## config.mk

```make
export PLATFORM = sky130hd
export DESIGN_NAME = wb_drt_table
export DESIGN_NICKNAME = d
export VERILOG_FILES = /design/src/rtl/wb_drt_table.sv
export SDC_FILE = /design/constraint.sdc
export NUM_CORES = 1
export LEC_CHECK = 0
export CAP_MARGIN = 5
export CORE_ASPECT_RATIO = 0.5
export CORE_UTILIZATION = 19
export DETAILED_ROUTE_END_ITERATION = 8
export PLACE_DENSITY = 0.81
export SETUP_SLACK_MARGIN = 0.5
export SYNTH_ARGS = -nofsm -noshare
export SYNTH_HDL_FRONTEND = slang
export SYNTH_SLANG_ARGS = --single-unit
```

## constraint.sdc

```tcl
create_clock -name clk -period 1.48 [get_ports clk]
set_input_delay 0.296 -clock clk [delete_from_list [all_inputs] [get_ports clk]]
set_output_delay 0.296 -clock clk [all_outputs]
set_load 0.02 [all_outputs]
```

## src/rtl/wb_drt_table.sv

```systemverilog
// Read-only Wishbone device-registry table: a 4-word header followed by four words per device.
// Define DRT_ERR_INT_EN to add the violation counter, sticky error flag and wbs_int_o.
module wb_drt_table #(
  parameter int unsigned                 NUM_DEVICES = 1,
  parameter logic [15:0]                 DRT_ID      = 16'h0001,
  parameter logic [15:0]                 DRT_VERSION = 16'h0002,
  parameter logic [NUM_DEVICES*128-1:0]  DEV_TABLE   = '0
) (
  input  logic        clk,
  input  logic        rst,
  input  logic        wbs_cyc_i,
  input  logic        wbs_stb_i,
  input  logic        wbs_we_i,
  input  logic [31:0] wbs_adr_i,
  input  logic [31:0] wbs_dat_i,
  output logic [31:0] wbs_dat_o,
  output logic        wbs_ack_o,
  output logic        wbs_int_o
);

  localparam int unsigned TBL_WORDS = 4 + 4 * NUM_DEVICES;
  localparam int unsigned DEV_WORDS = 4 * NUM_DEVICES;

  typedef enum logic [1:0] {
    IDLE = 2'd0,
    ACK  = 2'd1,
    WAIT = 2'd2
  } state_t;

  state_t      state_q, state_d;
  logic [31:0] dat_q, dat_d;
  logic        ack_q, ack_d;
  logic [31:0] status_word;
  logic [31:0] rd_word;
  logic [31:0] dev_words [DEV_WORDS];

  // The table is write-protected; incoming write data is never stored.
  logic unused_dat;
  assign unused_dat = ^wbs_dat_i;

  genvar gi;
  generate
    for (gi = 0; gi < DEV_WORDS; gi++) begin : g_dev
      assign dev_words[gi] = DEV_TABLE[gi*32 +: 32];
    end
  endgenerate

  // Full 32-bit compare, so high address bits never alias onto table words.
  always_comb begin
    rd_word = 32'h0;
    if (wbs_adr_i == 32'd0) begin
      rd_word = {DRT_ID, DRT_VERSION};
    end else if (wbs_adr_i == 32'd1) begin
      rd_word = 32'(NUM_DEVICES);
    end else if (wbs_adr_i == 32'd2) begin
      rd_word = status_word;
    end
    for (int i = 0; i < DEV_WORDS; i++) begin
      if (wbs_adr_i == 32'(i + 4)) begin
        rd_word = dev_words[i];
      end
    end
  end

  always_comb begin
    state_d = state_q;
    dat_d   = dat_q;
    unique case (state_q)
      IDLE: begin
        if (wbs_cyc_i && wbs_stb_i) begin
          state_d = ACK;
          if (!wbs_we_i) begin
            dat_d = rd_word;
          end
        end
      end
      ACK: begin
        state_d = wbs_cyc_i ? WAIT : IDLE;
      end
      WAIT: begin
        if (!wbs_stb_i) begin
          state_d = IDLE;
        end
      end
      default: begin
        state_d = IDLE;
      end
    endcase
    ack_d = (state_d == ACK);
  end

  always_ff @(posedge clk) begin
    if (rst) begin
      state_q <= IDLE;
      dat_q   <= 32'h0;
      ack_q   <= 1'b0;
    end else begin
      state_q <= state_d;
      dat_q   <= dat_d;
      ack_q   <= ack_d;
    end
  end

  assign wbs_dat_o = dat_q;
  assign wbs_ack_o = ack_q;

`ifdef DRT_ERR_INT_EN
  logic [7:0] cnt_q, cnt_d;
  logic       flag_q, flag_d;
  logic       start;
  logic       viol;
  logic       clr;

  assign start = (state_q == IDLE) && wbs_cyc_i && wbs_stb_i;
  assign viol  = start && (wbs_we_i || (wbs_adr_i >= 32'(TBL_WORDS)));
  assign clr   = start && !wbs_we_i && (wbs_adr_i == 32'd2);

  // Clear-on-read is applied first so a coincident violation still registers.
  always_comb begin
    cnt_d  = clr ? 8'h00 : cnt_q;
    flag_d = clr ? 1'b0 : flag_q;
    if (viol) begin
      flag_d = 1'b1;
      if (cnt_d != 8'hFF) begin
        cnt_d = cnt_d + 8'd1;
      end
    end
  end

  always_ff @(posedge clk) begin
    if (rst) begin
      cnt_q  <= 8'h00;
      flag_q <= 1'b0;
    end else begin
      cnt_q  <= cnt_d;
      flag_q <= flag_d;
    end
  end

  assign status_word = {23'h0, flag_q, cnt_q};
  assign wbs_int_o   = flag_q;
`else
  assign status_word = 32'h0;
  assign wbs_int_o   = 1'b0;
`endif

endmodule
```

==> qor.yml <==
status: "finished clean"
drtPass1Iterations: 3
clock-sinks: 5
async_reset_ff_share_pct: 0
min_from: "wbs_adr_i[0]"
rows: 12
coreArea_um2: 2372
endpoint_kind: "flip-flop"
p_per_area_nw_per_um2: 613.6
power.internal_mw: 0.4072
ys_seq_elements: 5
clkTransAtPathRegs_ns: 0.03
rsz0062_at_grt: "true"
worst_slack_ns: 0.2130
htree_levels: 1
finalCriticalPeriod_ns: 1.267
drc: 0
vdd_drop_max_mv: 0.2644
p_leak_nw: 0.4239
critPathKind: "reg -> reg"
grt_pass1_vias: 479
grt.overflow.total: 0
m1WireLength_um: 492
insertion_delay_ns: 0.22
comb_power_share_pct: 32.2
setup_violations: 0
place_area_um2: 870.8
finalCritPeriodShare_pct: 85.61
synthTopCellsByCount: "buf_4 (31), nor4_1 (7), dfxtp_1 (5)"
cts_buffers: 3
synth_top_area_share_pct: 45.37
clockPowerShare_pct: 43.6
arrival_ns: 1.41
synth_top_area_cell: "buf_4"
synth_edf_count: 0
dp_slack_ns: -0.2230
antenna_found_initial: 0
drt_iter0_markers: 5
wl_per_cell_um: 9.407
fin_skew_ns: 0.002155
cts_tree: "built"
fmax_ghz: 0.7893
n_fill_cell: 268
die_area_um2: 2924
antenna_cells: 0
viasPerCell: 3.566
p_sw_share_pct: 29.65
hp-class: "in -> reg"
cts_root_buf: "clkbuf_8"
grt_use_total_pct: 9.994
syn_area_um2: 513.0
dr_wl_met2_um: 797
synth_area_leaders: "buf_4 (45%), dfxtp_1 (20%), nor4_1 (8.5%)"
multi_input_area_um2: 329.1
synth_most_common_cell: "buf_4"
power_switching_mw: 0.1716
grt_pass1_wl_um: 2076
synthCells: 61
power_mw: 0.5788
synth-warning-count: 0
syn_area_per_cell_um2: 8.410
synthDistinctLibCells: 16
startpoint_type: "flip-flop"
num_vias: 517
start_util_pct: 21.62
drtAntennaViolNets: 0
cp.required_ns: 1.62
final_nets: 180
dp_hpwl_um: 1137
port_buffers: 40
gp_congestion: 0.7570
clock_path_buffers: 2
fp.dieW_um: 75.49
io_pins: 103
fin_area_um2: 943.4
grt_max_degree: 6
synthFlopType: "dfxtp_1"
syn2layout_area_growth_pct: 83.90
seq_power_share_pct: 24.2
drv_cap: 0
finalMaxSlewViolations: 0
crit_path_max_fanout: 3
yosysSeqAreaShare_pct: 19.51
wl_met3_um: 53
crit_start: "state_q[0]"
die_h_um: 38.74
wl_um: 1364
seq_area_um2: 101.3
top_layer: "met4"
hold_violations: 0
drive_gt1_share_pct: 22.73
r2r-start: "state_q[0]"
==> area by class of cell <==
class | instances | area share [%]
flip-flops and latches | 5 | 10.74
multi-input cells | 54 | 34.88
clock buffers | 4 | 4.775
repair buffers | 47 | 44.96
well taps | 35 | 4.642
==> layout by cell type, fill, tap and decap left out <==
master | netlist | routed
nand3b_1 | 2 | 2
clkdlybuf4s50_1 | 0 | 12
or4b_4 | 0 | 1
a21oi_1 | 1 | 1
nor4_2 | 0 | 5
o21ai_1 | 2 | 2
dfxtp_2 | 0 | 1
buf_6 | 0 | 3
dfxtp_1 | 5 | 4
clkbuf_8 | 0 | 3
o31ai_1 | 1 | 1
clkbuf_1 | 0 | 1
nand4_1 | 2 | 2
nor2b_1 | 2 | 2
conb_1 | 1 | 30
nor3_1 | 1 | 1
nor4_1 | 7 | 2
o31ai_2 | 1 | 1
buf_4 | 31 | 8
nor2_2 | 0 | 2
or4_1 | 1 | 1
dlygate4sd2_1 | 0 | 24
nand4bb_4 | 1 | 1
==> logic make-up (layout without fill, tap and decap cells) <==
logic type             count (synthesis)  count (layout)  share of synthesized area [%]
and+or+nand+nor                       19              19                          27.56
buffers and inverters                 31              51                          45.37
other                                  1              30                         0.7310
AOI/OAI and AO/OA                      5               5                          6.829
DFF                                    5               5                          19.51
==> metal layers <==
| metal | vias up | GRT usage [%] |
|---|---|---|
| met2 | 20 | 21.21 |
| met4 | 0 | 4.167 |
| met1 | 241 | 8.967 |
| li1 | 254 | - |
| met5 | - | 0 |
| met3 | 2 | 3.125 |
==> critical path: stages (launching register included) <==
cell and delay [ns]:
dfxtp_2 0.31, nand4bb_4 0.22, or4b_4 0.49, o31ai_2 0.17
==> sequential cells by signal, indices dropped and copies added, names as in the netlist <==
name	cells
state_q	2
wbs_ack_o	1
wbs_dat_o	2
==> power groups by stage <==
stage	logic [mW]	registers, mW	clock network, mW
floorplan	0.139	0.143	0
global placement	0.193	0.142	0
detailed placement	0.194	0.142	0
CTS	0.179	0.140	0.256
global route	0.200	0.140	0.274
finish	0.187	0.140	0.252
==> per-stage QoR <==
stage                     cells  hold slack [ns]  utilization (%)  TNS [ns]
after floorplan              90           0.3651                -         0
after global placement      139           0.4735            36.71   -0.4225
after detailed placement    139           0.4870            36.71   -0.4302
after CTS                   145           0.4896            38.61         0
after global routing        145           0.5213            39.77         0
final                       145           0.4917            39.77         0
==> worst paths after layout <==
| kind | cells after the start | slack (ns) | endpoint |
|---|---|---|---|
| hold / removal | 3 | 0.49 | wbs_dat_o[1] |
| setup reg to reg | 3 | 0.21 | wbs_dat_o[0] |
| setup / recovery | 3 | 0.21 | wbs_dat_o[0] |
| hold reg to reg | 2 | 0.51 | state_q[1] |
==> timing repair <==
| action | 4_1_cts | 5_1_grt |
|---|---|---|
| hold buffers | 0 | 0 |
| pin swaps | 11 | 1 |
| setup endpoints to repair | 9 | 8 |
| resized for setup | 49 | 7 |
| buffers inserted | 2 | 0 |
No activity file was read; power rests on OpenSTA's default activity.
